## src/rtl/brunch_resolver_pkg.sv

```systemverilog
// Shared types for the execute-stage branch resolver: instruction record,
// PC type, resolver FSM states and the delay-slot fall-through offset.
package brunch_resolver_pkg;

  typedef logic [31:0] pc_t;

  typedef struct packed {
    pc_t         pc;
    logic [31:0] inst;
    logic        is_brunch;
    logic        brunch_taken;
  } inst_t;

  typedef enum logic [1:0] {
    IDLE     = 2'd0,
    WAIT_DS  = 2'd1,
    REDIRECT = 2'd2
  } resolver_state_e;

  localparam int unsigned DS_OFFSET   = 8;
  localparam int unsigned NODS_OFFSET = 4;

endpackage

```

## src/rtl/brunch_resolver_sat_counter.sv

```systemverilog
// Up-counter that sticks at all-ones instead of wrapping.
module sat_counter #(
  parameter int CNT_W = 32
) (
  input  logic             clk,
  input  logic             rst_n,
  input  logic             i_inc,
  output logic [CNT_W-1:0] o_count
);

  logic [CNT_W-1:0] r_count;

  always_ff @(posedge clk or negedge rst_n) begin
    if (!rst_n) begin
      r_count <= '0;
    end else if (i_inc && (r_count != '1)) begin
      r_count <= r_count + 1'b1;
    end
  end

  assign o_count = r_count;

endmodule

```

## src/rtl/brunch_resolver.sv

```systemverilog
// Resolves execute-stage control flow against the fetch prediction, flushes
// wrong-path work (respecting the delay slot) and sends a held redirect to fetch.
module brunch_resolver
  import brunch_resolver_pkg::*;
#(
  parameter int CNT_W = 32,
  parameter bit DS_EN = 1'b1
) (
  input  logic             clk,
  input  logic             rst_n,
  input  logic             ex_valid,
  output logic             ex_ready,
  input  inst_t            ex_inst,
  input  pc_t              ex_pred_target,
  input  logic             ex_actual_taken,
  input  pc_t              ex_actual_target,
  input  logic             ds_fetched,
  output logic             flush,
  output logic             redirect_valid,
  input  logic             redirect_ready,
  output pc_t              redirect_pc,
  output logic [CNT_W-1:0] resolved_cnt,
  output logic [CNT_W-1:0] mispredict_cnt,
  output resolver_state_e  o_dbg_state,
  output logic [31:0]      o_dbg_mp_inst
);

  localparam pc_t FALLTHRU = pc_t'(DS_EN ? DS_OFFSET : NODS_OFFSET);

  // Handshakes: a transfer happens on a rising clk edge where valid && ready.
  // redirect_valid, once high, holds itself and redirect_pc until redirect_ready.

  resolver_state_e r_state;
  logic            r_flush;
  logic            r_redirect_valid;
  pc_t             r_redirect_pc;
  logic [31:0]     r_mp_inst;

  logic w_accept;
  logic w_is_cf;
  logic w_mispredict;
  pc_t  w_correct_pc;

  assign ex_ready = (r_state == IDLE);
  assign w_accept = ex_valid && ex_ready;

  always_comb begin
    w_is_cf      = ex_inst.is_brunch || ex_actual_taken;
    w_mispredict = (ex_actual_taken != ex_inst.brunch_taken) ||
                   (ex_actual_taken && ex_inst.brunch_taken &&
                    (ex_actual_target != ex_pred_target));
    w_correct_pc = ex_actual_taken ? ex_actual_target : (ex_inst.pc + FALLTHRU);
  end

  always_ff @(posedge clk or negedge rst_n) begin
    if (!rst_n) begin
      r_state          <= IDLE;
      r_flush          <= 1'b0;
      r_redirect_valid <= 1'b0;
      r_redirect_pc    <= '0;
      r_mp_inst        <= '0;
    end else begin
      r_flush <= 1'b0;
      case (r_state)
        IDLE: begin
          if (w_accept && w_mispredict) begin
            r_flush       <= 1'b1;
            r_redirect_pc <= w_correct_pc;
            r_mp_inst     <= ex_inst.inst;
            // The delay slot is on the correct path, so wait until it is in hand.
            if (DS_EN && !ds_fetched) begin
              r_state <= WAIT_DS;
            end else begin
              r_state          <= REDIRECT;
              r_redirect_valid <= 1'b1;
            end
          end
        end
        WAIT_DS: begin
          if (ds_fetched) begin
            r_state          <= REDIRECT;
            r_redirect_valid <= 1'b1;
          end
        end
        REDIRECT: begin
          if (redirect_ready) begin
            r_state          <= IDLE;
            r_redirect_valid <= 1'b0;
          end
        end
        default: begin
          r_state          <= IDLE;
          r_redirect_valid <= 1'b0;
        end
      endcase
    end
  end

  sat_counter #(.CNT_W(CNT_W)) u_resolved_cnt (
    .clk     (clk),
    .rst_n   (rst_n),
    .i_inc   (w_accept && w_is_cf),
    .o_count (resolved_cnt)
  );

  sat_counter #(.CNT_W(CNT_W)) u_mispredict_cnt (
    .clk     (clk),
    .rst_n   (rst_n),
    .i_inc   (w_accept && w_mispredict),
    .o_count (mispredict_cnt)
  );

  assign flush          = r_flush;
  assign redirect_valid = r_redirect_valid;
  assign redirect_pc    = r_redirect_pc;
  assign o_dbg_state    = r_state;
  assign o_dbg_mp_inst  = r_mp_inst;

endmodule
```

## config.mk

```make
export PLATFORM = sky130hd
export DESIGN_NAME = brunch_resolver
export DESIGN_NICKNAME = d
export VERILOG_FILES = /design/src/rtl/brunch_resolver_pkg.sv /design/src/rtl/brunch_resolver_sat_counter.sv /design/src/rtl/brunch_resolver.sv
export SDC_FILE = /design/constraint.sdc
export NUM_CORES = 1
export LEC_CHECK = 0
export ABC_AREA = 1
export BUFFER_PORTS_ARGS = -buffer_cell sky130_fd_sc_hd__buf_2
export CELL_PAD_IN_SITES_DETAIL_PLACEMENT = 0
export CELL_PAD_IN_SITES_GLOBAL_PLACEMENT = 1
export CORE_UTILIZATION = 24
export CTS_CLUSTER_SIZE = 25
export DETAILED_ROUTE_END_ITERATION = 16
export GPL_ROUTABILITY_DRIVEN = 0
export GPL_TIMING_DRIVEN = 0
export HOLD_SLACK_MARGIN = 0.03
export PLACE_DENSITY_LB_ADDON = 0.1
export SYNTH_ARGS = -nofsm -noshare
export SYNTH_HDL_FRONTEND = slang
export SYNTH_HIERARCHICAL = 1
export SYNTH_SLANG_ARGS = --single-unit
```

## constraint.sdc

```tcl
create_clock -name clk -period 2.95 [get_ports clk]
set_input_delay 0.4425 -clock clk [delete_from_list [all_inputs] [get_ports clk]]
set_output_delay 0.4425 -clock clk [all_outputs]
set_load 0.02 [all_outputs]
```

* Word level (Yosys, flattened, before mapping) *
Cells that the tools add are included.

word-level totals
  flip-flop bits (word level) = 132
  input bits = 136
  output and inout port bits = 133
  logic and storage cells = 44

cells by class
  add/subtract/negate cells = 3
  equality and inequality tests = 9
  multiplexer cells = 12
  reduce and logical (&&, ||, !) cells = 13

operator list
  operator                                                          number
  32-bit by 1-bit adder with 32-bit output (second input constant)  2
  32-bit != test (second input constant)                            2
  32-bit by 4-bit adder with 32-bit output (second input constant)  1
  32-bit 2-to-1 mux                                                 1
  32-bit != test                                                    1
  2-bit 2-to-1 mux                                                  4
  1-bit logical AND                                                 7
  2-bit one-hot mux with 3 select lines                             1
  1-bit 2-to-1 mux                                                  5
  2-bit != test (second input constant)                             2
  2-bit AND reduction                                               2
  1-bit one-hot mux with 3 select lines                             1
  3-bit AND reduction                                               1
  2-bit by 1-bit == test with 1-bit output (second input constant)  1
  2-bit == test (second input constant)                             1
  2-bit zero test                                                   1
  1-bit logical OR                                                  2
  2-bit by 1-bit != test with 1-bit output (second input constant)  1
  1-bit != test                                                     1

* Logic depth before layout (Yosys ltp) *
Gate-level depths: netlist (run 1).

  word-level depth = 6
  gate-level depth with buffers = 19
  mapped depth without buffers = 17

* Hierarchy *
Netlist (run 1), hierarchy kept.

modules (own cells, without submodules)
  module           instances  cells an instance  area each (µm²)  seq. area each (µm²)
  sat_counter      2          333                2,190.9          800.8
  brunch_resolver  1          583                4,217.8          1,701.6

* Least setup slack after synthesis (run 1) *
OpenSTA, ideal clock, no wires.

  path type = reg2reg
  from = reg r_state[1], in the netlist o_dbg_state[1]
  to = reg u_mispredict_cnt.r_count[26], in the netlist u_mispredict_cnt/o_count[26]
  library setup time = 0.118 ns
  arrival = 2.509 ns
  data required time = 2.832 ns
  path slack = 0.324 ns
  stages on the path, launching flop included = 13
  buffers on the path = 2
  clock period less this slack = 2.626 ns
  cell sequence = dfrtp_1 nor2_1 nand2_1 a21oi_2 buf_4 buf_2 inv_1 nor2_1 nand2_1 nor2_1 nand3_1 nand2_1 nand2_1

between the ends
  longest elaborated chain between the ends = 4

RTL lines
  what                      line                               text
  start: declaration        brunch_resolver.sv:33              resolver_state_e r_state;
  start signal: assignment  brunch_resolver.sv:57              r_state <= IDLE;
  start signal: assignment  brunch_resolver.sv:72              r_state <= WAIT_DS;
  start signal: assignment  brunch_resolver.sv:74              r_state <= REDIRECT;
  2-bit zero test           brunch_resolver.sv:44              assign ex_ready = (r_state == IDLE);
  net ex_ready              brunch_resolver.sv:12              output logic ex_ready,
  1-bit logical AND         brunch_resolver.sv:45              assign w_accept = ex_valid && ex_ready;
  1-bit logical AND         brunch_resolver.sv:109             .i_inc (w_accept && w_mispredict),
  1-bit logical AND         brunch_resolver_sat_counter.sv:16  end else if (i_inc && (r_count != '1)) begin
  end signal: assignment    brunch_resolver_sat_counter.sv:17  r_count <= r_count + 1'b1;
  end: declaration          brunch_resolver_sat_counter.sv:11  logic [CNT_W-1:0] r_count;

The timed path passes the listed nets, and every way through them passes these cells.
A chain may end at the register's enable or synchronous reset.

* Worst setup path in the final report (run 1) *
  from = reg r_state[1], in the netlist o_dbg_state[1]
  to = reg u_resolved_cnt.r_count[22], in the netlist u_resolved_cnt/o_count[22]

between the ends
  longest elaborated chain between the ends = 4

RTL lines
  what                    line                               text
  2-bit zero test         brunch_resolver.sv:44
  1-bit logical AND       brunch_resolver.sv:45
  1-bit logical AND       brunch_resolver.sv:102             .i_inc (w_accept && w_is_cf),
  1-bit logical AND       brunch_resolver_sat_counter.sv:16
  end signal: assignment  brunch_resolver_sat_counter.sv:17
  end: declaration        brunch_resolver_sat_counter.sv:11

No other way between the ends.

==> results of run 1 <==
## cells in the mapped netlist (7+ instances only)
library cell	count	share of area, %
xor2_1	14	1.4
nand2_2	20	1.5
nor2_4	14	1.8
inv_1	89	3.9
xnor2_1	40	4.1
buf_2	7	0.41
nand3_1	60	3.5
inv_2	7	0.31
buf_6	13	1.7
nand2_1	566	25
o21ai_0	14	0.81
nor2_1	142	6.2
nand3b_1	19	1.7
dfrtp_1	132	38
o211ai_1	17	1.5
nand4_1	26	1.9
## flip-flops by register name, summed over array words and instances (netlist names)
| register | count |
|---|---|
| o_dbg_mp_inst | 32 |
| redirect_pc | 32 |
| u_mispredict_cnt/o_count | 32 |
| u_resolved_cnt/o_count | 32 |
| o_dbg_state | 2 |
| flush | 1 |
| redirect_valid | 1 |
## cells by family after synthesis
family                     Yosys count
muxes                                4
DFF                                132
xor gates and xnor gates            54
and+or+nand+nor                    880
adders and majority gates            4
buffers and inverters              126
AOI/OAI and AO/OA                   49
## per-stage QoR
step | power, W | worst slack [ps] | cell area, um^2 | std cells
finish | 0.00758 | 296 | 11200 | 2006
global route | 0.00808 | 55.7 | 11200 | 2003
CTS | 0.00774 | 12.6 | 11200 | 2004
detailed placement | 0.00534 | -695 | 10500 | 1973
global placement | 0.00533 | -878 | 10500 | 1972
floorplan | 0.00422 | 324 | 8600 | 1249
## cell usage in the layout (no fill, tap or decap), drive strengths merged
cell type  count
nor3           8
clkbuf        22
or2            7
nand2        592
nor2         162
ha             4
mux2i          4
nor4           2
buf          294
o211ai        17
nand4         26
o21bai         3
clkinvlp       3
a21boi         1
diode          3
nand3b        19
nand3         64
inv           97
clkinv         5
bufinv         4
o21ai         20
dfrtp        132
xor2          14
a21oi          8
xnor2         40
## final timing paths
kind	slack, ps	endpoint
worst min-delay path	10	u_mispredict_cnt/o_count[27]$_DFFE_PN0P_
worst min register to register	470	redirect_pc[0]$_DFFE_PN0P_
max in group asynchronous	2110	o_dbg_state[0]$_DFFE_PN0P_
worst max-delay path	300	u_resolved_cnt/o_count[22]$_DFFE_PN0P_
worst max register to register	300	u_resolved_cnt/o_count[22]$_DFFE_PN0P_
min in group clk	190	o_dbg_mp_inst[27]$_DFFE_PN0P_
## layout make-up
cell class | instances | area [um^2] | area share (%)
repair buffers | 269 | 1380 | 12.3
clock buffers | 18 | 429 | 3.84
diodes | 3 | 7.51 | 0.0672
well taps | 455 | 569 | 5.10
inverters | 96 | 360 | 3.23
multi-input cells | 991 | 4690 | 42.0
flip-flops and latches | 132 | 3300 | 29.6
plain buffers | 29 | 253 | 2.26
clock inverters | 13 | 184 | 1.65
## metal layers
layer | up-vias | global-route usage [%]
met1 | 4064 | 21.8
li1 | 4473 | -
met3 | 18 | 4.75
met2 | 235 | 29.8
met4 | 0 | 4.76
met5 | - | 0
## power breakdown
group / internal, W / switching, W / total (W) / leakage (nW)
logic: 0.000868 / 0.00173 / 0.00260 / 3.61
clock network: 0.00141 / 0.000913 / 0.00232 / 0.292
registers: 0.00232 / 0.000334 / 0.00266 / 1.73
total: 0.00460 / 0.00298 / 0.00758 / 5.63
==> out/qor.yml, run 1 <==
floorplanning:
  rows: 68
  coreArea_um2: 34900
  die_w_um: 191
  start_util_pct: 24.7
  die_h_um: 191
  dieArea_um2: 36600
  pin_count: 269
global_routing:
  grt_max_degree: 68
  antenna_found_initial: 3
  grt_pass1_vias: 8548
  track_usage_pct: 17.6
  grt_first_pass_wirelength_um: 48800
  grt-ovfl-total: 0
detailed_routing:
  top_layer: "met4"
  routed_wl_um: 31400
  drc_errors: 0
  wl_met1_um: 13900
  first_pass_iters: 5
  dr_wl_met2_um: 15300
  wl_met3_um: 1880
  post_drt_via_cell_ratio: 4.38
  vias: 8790
  detail-route-antenna-nets: 0
  wire_per_inst_um: 15.7
  drt_iter0_drc: 372
worst_setup_path:
  cp-startpoint: "o_dbg_state[1]$_DFFE_PN0P_"
  crit_type: "reg2reg"
  start_kind: "flip-flop"
  critPathBufInv: 1
  path_cells: "nor2_2 -> nand2_1 -> nor2_2 -> inv_1 -> nor2_1 -> nand2_1 -> nor2_1 -> nand3_1 -> nand2_1 -> nand2_1"
  reg2regPathDepth: 10
  arrival_ps: 2990
  path_depth: 10
  reg2reg_from: "o_dbg_state[1]$_DFFE_PN0P_"
  critPathCaptureType: "flip-flop"
  cp_slowest_cell: "dfrtp_1"
  cp_max_fo: 6
  timing.critical_path.mode_cell: "nand2_1"
  crit_required_ps: 3280
  cp_slowest_stage_delay_ps: 460
  cp_top_family: "simple AND/OR/NAND/NOR gates"
clock_network:
  ctsRootBufferMaster: "clkbuf_16"
  post_cts_resized: 5
  post_cts_buffers: 0
  cts_buffers: 17
  cts.htree.levels: 4
  path_clk_slew_ps: 60
  cts_hold_buf: 0
  cts_tree: "built"
  clkSinkCount: 132
  worstSkewPairLatency_ps: 440
  clockBufferDepth: 2
cells_and_area:
  final_layout_size_suffix_gt1_share_pct: 25.6
  final_util_pct: 32.0
  area_growth_pct: 29.9
  fillerInstances: 3984
  num-nets-final: 1676
synth:
  ys_seq_elements: 132
  synth_flop_cell: "dfrtp_1"
  synth_edf_count: 0
  synth_top_family_by_area: "simple AND/OR/NAND/NOR gates"
  yosysUniqueCellTypes: 37
  ys_seq_area_share_pct: 38.4
  synth_adder_area_share_pct: 0.582
  ys_async_sr_fraction_pct: 100
  postSynthCellCount: 1249
  synthXorXnorAreaFrac_pct: 5.50
  postSynthAreaPerCell_um2: 6.89
  syn-num-nets: 1389
  synth_compound_area_share_pct: 3.64
  syn_area_um2: 8600
  synth_mux_area_share_pct: 0.466
  synthSimpleGateAreaFrac_pct: 44.2
  ys_warn_count: 6
timing:
  finalHoldViolCount: 0
  fin_tns_setup_ps: 0
  worst_pin_slew_ps: 700
  slew_viol_final: 0
  fin_skew_ps: 8.79
  slew_headroom_pct: 53.4
  period_share_pct: 90.0
  fin_crit_ps: 2650
  fmax_mhz: 377
  holdWs_ps: 10.7
  final-setup-viol-count: 0
  rsz0062_at_grt: "false"
pwr:
  ir_worst_vdd_mv: 0.305
  p_per_area_nw_per_um2: 678
  p_leak_nw: 5.63
worst_hold_path:
  hp-class: "in2async"
placement:
  place_hpwl_um: 24700
  io_buffers: 268
status:
  outcome: "finished clean"
flow_run:
  drv_cap: 0
No activity file was read; power rests on OpenSTA's default activity.
==> inputs of run 2 (changes only) <==
ABC_AREA = not set   (was 1)
==> run 2 against run 1 <==
  * Cell count shrank 33%
  * Clock skew grew 7.7 ps
  * Die area decreased by 16%
  * Utilization increased by 1.2 points
==> out/qor.yml, run 2 <==
status:
  outcome: "finished clean"
detailed_routing:
  drc_errors: 0
  drt_iter0_drc: 158
  detail-route-antenna-nets: 0
  first_pass_iters: 4
  post_drt_via_cell_ratio: 4.54
  routed_wl_um: 24800
  vias: 6078
  wire_per_inst_um: 18.5
synth:
  ys_seq_elements: 132
  synth.most_common_cell: "dfrtp_1"
  synth_top_area_cell: "dfrtp_1"
  postSynthCellCount: 650
  ys_top_cells_by_area: "dfrtp_1 46%, xnor2_1 11%, mux2_2 6.3%"
  synth_flop_cell: "dfrtp_1"
  ys_seq_area_share_pct: 46.0
  ys_warn_count: 6
  syn_area_um2: 7180
  yosysUniqueCellTypes: 41
  synth_compound_area_share_pct: 4.29
  synth_top_family_by_area: "simple AND/OR/NAND/NOR gates"
  postSynthAreaPerCell_um2: 11.0
  netlist.area_leader.share_pct: 46.0
  synthSimpleGateAreaFrac_pct: 19.9
  ys_async_sr_fraction_pct: 100
  syn-num-nets: 790
  synth_mux_area_share_pct: 12.9
  synthXorXnorAreaFrac_pct: 14.3
  synth_adder_area_share_pct: 0.697
  synth_edf_count: 0
  synth_commonest_cells: "132 x dfrtp_1, 92 x xnor2_1, 69 x nand2_1"
global_routing:
  grt_max_degree: 76
  grt_pass1_vias: 6214
  antenna_found_initial: 2
  track_usage_pct: 16.3
  grt-ovfl-total: 0
  grt_first_pass_wirelength_um: 37600
pwr:
  power.total_w: 0.00753
  ir_worst_vdd_mv: 0.289
  p_per_area_nw_per_um2: 778
  p_leak_nw: 4.42
clock_network:
  cts_buffers: 17
  worstSkewPairLatency_ps: 430
  clkSinkCount: 132
  path_clk_slew_ps: 70
  clockBufferDepth: 2
  ctsRootBufferMaster: "clkbuf_16"
  cts.htree.levels: 4
  cts_tree: "built"
placement:
  io_buffers: 268
  place_hpwl_um: 18900
  pre_cts_ws_ps: -834
  place_area_um2: 9040
timing:
  finalHoldViolCount: 0
  holdWs_ps: 240
  fin_skew_ps: 16.5
  fmax_mhz: 363
  rsz0062_at_grt: "false"
  worst_pin_slew_ps: 768
  slew_viol_final: 0
  slew_headroom_pct: 48.3
  fin_crit_ps: 2750
  period_share_pct: 93.3
  final-setup-viol-count: 0
  fin_tns_setup_ps: 0
  timing.final.ws_setup_ps: 197
worst_hold_path:
  hp-class: "in2reg"
worst_setup_path:
  critPathCaptureType: "flip-flop"
  crit_required_ps: 3260
  cp_max_fo: 15
  start_kind: "input pin"
  arrival_ps: 3060
  crit_type: "in2reg"
cells_and_area:
  num-nets-final: 1080
  area_growth_pct: 34.7
  final_common_cell: "buf_2"
  finalInstanceArea_um2: 9670
  final_cell_mix: "269 x buf_2, 132 x dfrtp_1, 88 x xnor2_1"
  fillerInstances: 3073
  final_layout_size_suffix_gt1_share_pct: 43.4
floorplanning:
  die_h_um: 175
  die_w_um: 175
  dieArea_um2: 30600
  start_util_pct: 24.7
  rows: 62
  coreArea_um2: 29100
  pin_count: 269
flow_run:
  drv_cap: 0
-- run 2: changes by cell type in the layout (fill, tap and decap cells not counted), sizes merged, moves of 17 or more --
cell / before / now
nand3: 64 / 44
nand4: 26 / 50
xnor2: 40 / 92
inv: 97 / 13
mux2: 0 / 72
nand2: 592 / 71
nand3b: 19 / 2
nor2: 162 / 24
-- run 2: where the power goes --
group	internal [W]	switching [W]	total, W	leakage, nW
registers	0.00235	0.000358	0.00271	1.69
clock network	0.00117	0.000926	0.00210	0.269
logic	0.00118	0.00154	0.00272	2.46
total	0.00470	0.00282	0.00753	4.42
-- run 2: repair_timing --
action / 4_1_cts / 5_1_grt
hold buffers: 1 / 0
pin swaps: 1 / 1
resized for setup: 5 / 7
buffers inserted: 1 / 0
endpoints found under the hold margin: 25 / 0
setup endpoints to repair: 19 / 13
-- run 2: worst paths after layout --
check                                                         start                                       end  slack, ps  cells past startpoint
setup / recovery                                ex_actual_target[4]  u_mispredict_cnt/o_count[15]$_DFFE_PN0P_        200                     13
hold / removal                                          ex_inst[18]             o_dbg_mp_inst[16]$_DFFE_PN0P_        240                      2
setup reg to reg                         o_dbg_state[1]$_DFFE_PN0P_  u_mispredict_cnt/o_count[25]$_DFFE_PN0P_        330                     10
hold reg to reg            u_mispredict_cnt/o_count[31]$_DFFE_PN0P_  u_mispredict_cnt/o_count[31]$_DFFE_PN0P_        490                      1
max in group asynchronous                                     rst_n    u_resolved_cnt/o_count[18]$_DFFE_PN0P_       1520                      3
min in group asynchronous                                     rst_n             o_dbg_mp_inst[14]$_DFFE_PN0P_        560                      2
-- run 2: per-stage QoR --
step | utilization (%) | cells
2_1_floorplan | - | 650
3_3_place_gp | 31.0 | 1302
3_5_place_dp | 31.1 | 1303
4_1_cts | 33.1 | 1337
5_1_grt | 33.2 | 1339
6_report | 33.2 | 1339
-- run 2: cell type report --
class	count	area [um^2]	area share, %
buffer	18	121	1.26
timing repair buffer	271	1390	14.4
antenna	2	5.00	0.0518
sequential	132	3300	34.2
tap	384	480	4.97
multi-input combinational	492	3780	39.1
inverter	8	30.0	0.311
clock inverter	14	128	1.32
clock buffer	18	429	4.44
-- run 2: cells by family (layout without fill, tap and decap cells) --
family          Yosys count  count (layout)
buf+inv                  26             329
simple gates            251             251
fa+ha+maj                 4               4
flops                   132             132
other cells               0               2
xor+xnor                117             117
compound gates           48              48
mux                      72              72
-- run 2: worst max-delay path, cell delays in order --
cell and delay, ps:
buf_2 130, xnor2_2 240, nand4_1 140, nor4_1 290
nand2_1 240, a41oi_4 240, inv_2 110, buf_4 220
and3_1 230, nor2b_1 130, clkbuf_2 190, nand3_1 130
mux2_2 330
-- run 2: routing by layer --
layer  part of all wire, %  vias to the layer above  track usage (%)
met2                    47                      231             26.2
met1                    45                     2895             21.3
li1                      -                     2928                -
met4                   1.8                        0             5.25
met3                   6.1                       24             4.07
met5                     0                        -                0
==> inputs of run 3 (changes only) <==
RECOVER_POWER = 100   (was not set)
==> run 3 against run 2 <==
  * Highest routed layer unchanged
  * Maximum frequency increased by 0.63%
  * Sequential share of layout area up 1.4 points
  * Critical path depth did not move
  * Via count decreased by 0.26%
  * Sequential cell count unchanged
  * Combinational power shrank 13%
  * Register-to-register slack worse by 40 ps
  * The run now ends with max-capacitance violations, max-slew violations left
  * Worst hold slack lost 9.5 ps
==> out/qor.yml, run 3 (synthesis gave the netlist of run 2 again) <==
status:
  outcome: "finished with violations"
  violations: "max-capacitance violations, max-slew violations"
worst_setup_path:
  cp_slowest_cell: "mux2_2"
  arrival_ps: 3040
  reg2reg_from: "o_dbg_state[1]$_DFFE_PN0P_"
  reg2regPathDepth: 9
  rrSetupSlack_ps: 290
  crit_required_ps: 3260
  cp_slowest_stage_delay_ps: 330
  start_kind: "input pin"
  reg2reg_to: "u_mispredict_cnt/o_count[22]$_DFFE_PN0P_"
  path_cells: "buf_2 -> xnor2_2 -> nand4_1 -> nor4_1 -> nand2_1 -> a41oi_4 -> inv_2 -> buf_4 -> and3_1 -> nor2b_1 -> clkbuf_2 -> nand3_1 -> mux2_2"
  cp_max_fo: 15
  critPathCaptureType: "flip-flop"
  crit_type: "in2reg"
timing:
  slew_viol_final: 59
  finalHoldViolCount: 0
  slew_headroom_pct: -7.83
  period_share_pct: 92.7
  final-setup-viol-count: 0
  fmax_mhz: 366
  fin_skew_ps: 16.7
  fin_crit_ps: 2740
  rsz0062_at_grt: "false"
  worst_pin_slew_ps: 1620
clock_network:
  clockBufferDepth: 2
  ctsRootBufferMaster: "clkbuf_16"
  worstSkewPairLatency_ps: 430
  path_clk_slew_ps: 70
  cts_buffers: 17
  cts.htree.levels: 4
  cts_tree: "built"
  clkSinkCount: 132
pwr:
  ir_worst_vdd_mv: 0.291
  p_leak_nw: 3.80
  power.total_w: 0.00717
  p_per_area_nw_per_um2: 772
floorplanning:
  rows: 62
  die_w_um: 175
  pin_count: 269
  coreArea_um2: 29100
  start_util_pct: 24.7
  die_h_um: 175
  dieArea_um2: 30600
cells_and_area:
  area_growth_pct: 29.3
  final_util_pct: 31.9
  final_cell_mix: "146 x clkbuf_1, 134 x buf_2, 132 x dfrtp_1"
  seqCellArea_um2: 3300
  multi_input_area_um2: 3630
  final_common_cell: "clkbuf_1"
  fillerInstances: 3173
  num-nets-final: 1080
  final_layout_size_suffix_gt1_share_pct: 25.4
detailed_routing:
  routed_wl_um: 24800
  post_drt_via_cell_ratio: 4.53
  first_pass_iters: 6
  drc_errors: 0
  vias: 6062
  drt_iter0_drc: 168
  wire_per_inst_um: 18.5
  detail-route-antenna-nets: 0
flow_run:
  drv_cap: 1
worst_hold_path:
  min_from: "ex_inst[16]"
  min_to: "o_dbg_mp_inst[14]$_DFFE_PN0P_"
  whs_path_depth: 2
  hp-class: "in2reg"
global_routing:
  grt-ovfl-total: 0
  antenna_found_initial: 2
  grt_first_pass_wirelength_um: 37600
  grt_pass1_vias: 6214
  grt_max_degree: 76
  track_usage_pct: 16.3
placement:
  io_buffers: 268
  place_hpwl_um: 18900
[run 3: repair_timing]
action | 4_1_cts | 5_1_grt
resized for setup | 5 | 7
endpoints found under the setup margin | 19 | 13
endpoints found under the hold margin | 25 | 0
hold buffers | 1 | 0
setup buffers | 1 | 0
pin swaps | 1 | 1
[run 3: cell type report]
| cell class | count | area share [%] |
|---|---|---|
| plain buffers | 18 | 0.835 |
| clock inverters | 14 | 1.37 |
| diodes | 2 | 0.0539 |
| flip-flops and latches | 132 | 35.6 |
| clock buffers | 18 | 4.62 |
| multi-input cells | 492 | 39.1 |
| well taps | 384 | 5.17 |
| inverters | 8 | 0.323 |
| repair buffers | 271 | 13.0 |
[run 3: worst max path at each step]
stage / startpoint / endpoint / depth (start not counted)
6_report: ex_actual_target[4] / u_mispredict_cnt/o_count[15]$_DFFE_PN0P_ / 13
5_1_grt: ex_actual_taken / u_resolved_cnt/o_count[29]$_DFFE_PN0P_ / 10
4_1_cts: o_dbg_state[1]$_DFFE_PN0P_ / u_mispredict_cnt/o_count[25]$_DFFE_PN0P_ / 10
3_5_place_dp: ex_actual_target[4] / u_mispredict_cnt/o_count[15]$_DFFE_PN0P_ / 13
3_3_place_gp: rst_n / u_resolved_cnt/o_count[5]$_DFFE_PN0P_ / 1
2_1_floorplan: o_dbg_state[1]$_DFFE_PN0P_ / u_mispredict_cnt/o_count[29]$_DFFE_PN0P_ / 11
[run 3: per-layer routing]
layer,vias to the layer above,track usage (%),part of all wire [%]
li1,2927,-,-
met1,2900,21.3,46
met2,211,26.2,47
met3,24,4.07,5.7
met4,0,5.25,1.8
met5,-,0,0
[run 3: report_power, final]
group          internal (W)  switching [W]  leakage (nW)  total, W
clock network       0.00117       0.000922         0.269   0.00209
registers           0.00235       0.000360          1.69   0.00271
logic              0.000843        0.00152          1.85   0.00237
[run 3: through the flow]
step / hold WS [ps] / setup slack [ps] / instance area, um^2 / std cells / setup TNS [ps]
floorplan: 147 / 282 / 7180 / 650 / 0
global placement: 484 / -859 / 9000 / 1302 / -126070
detailed placement: 480 / -834 / 9040 / 1303 / -17320
CTS: 215 / 0.391 / 9640 / 1337 / 0
global route: 206 / 19.0 / 9290 / 1339 / 0
finish: 231 / 214 / 9290 / 1339 / 0
[run 3: worst max-delay path: cells and delay by family]
kind / cells / cell delay (ps)
simple gates: 6 / 1150
buf+inv: 4 / 650
mux: 1 / 330
xor+xnor: 1 / 240
compound gates: 1 / 240
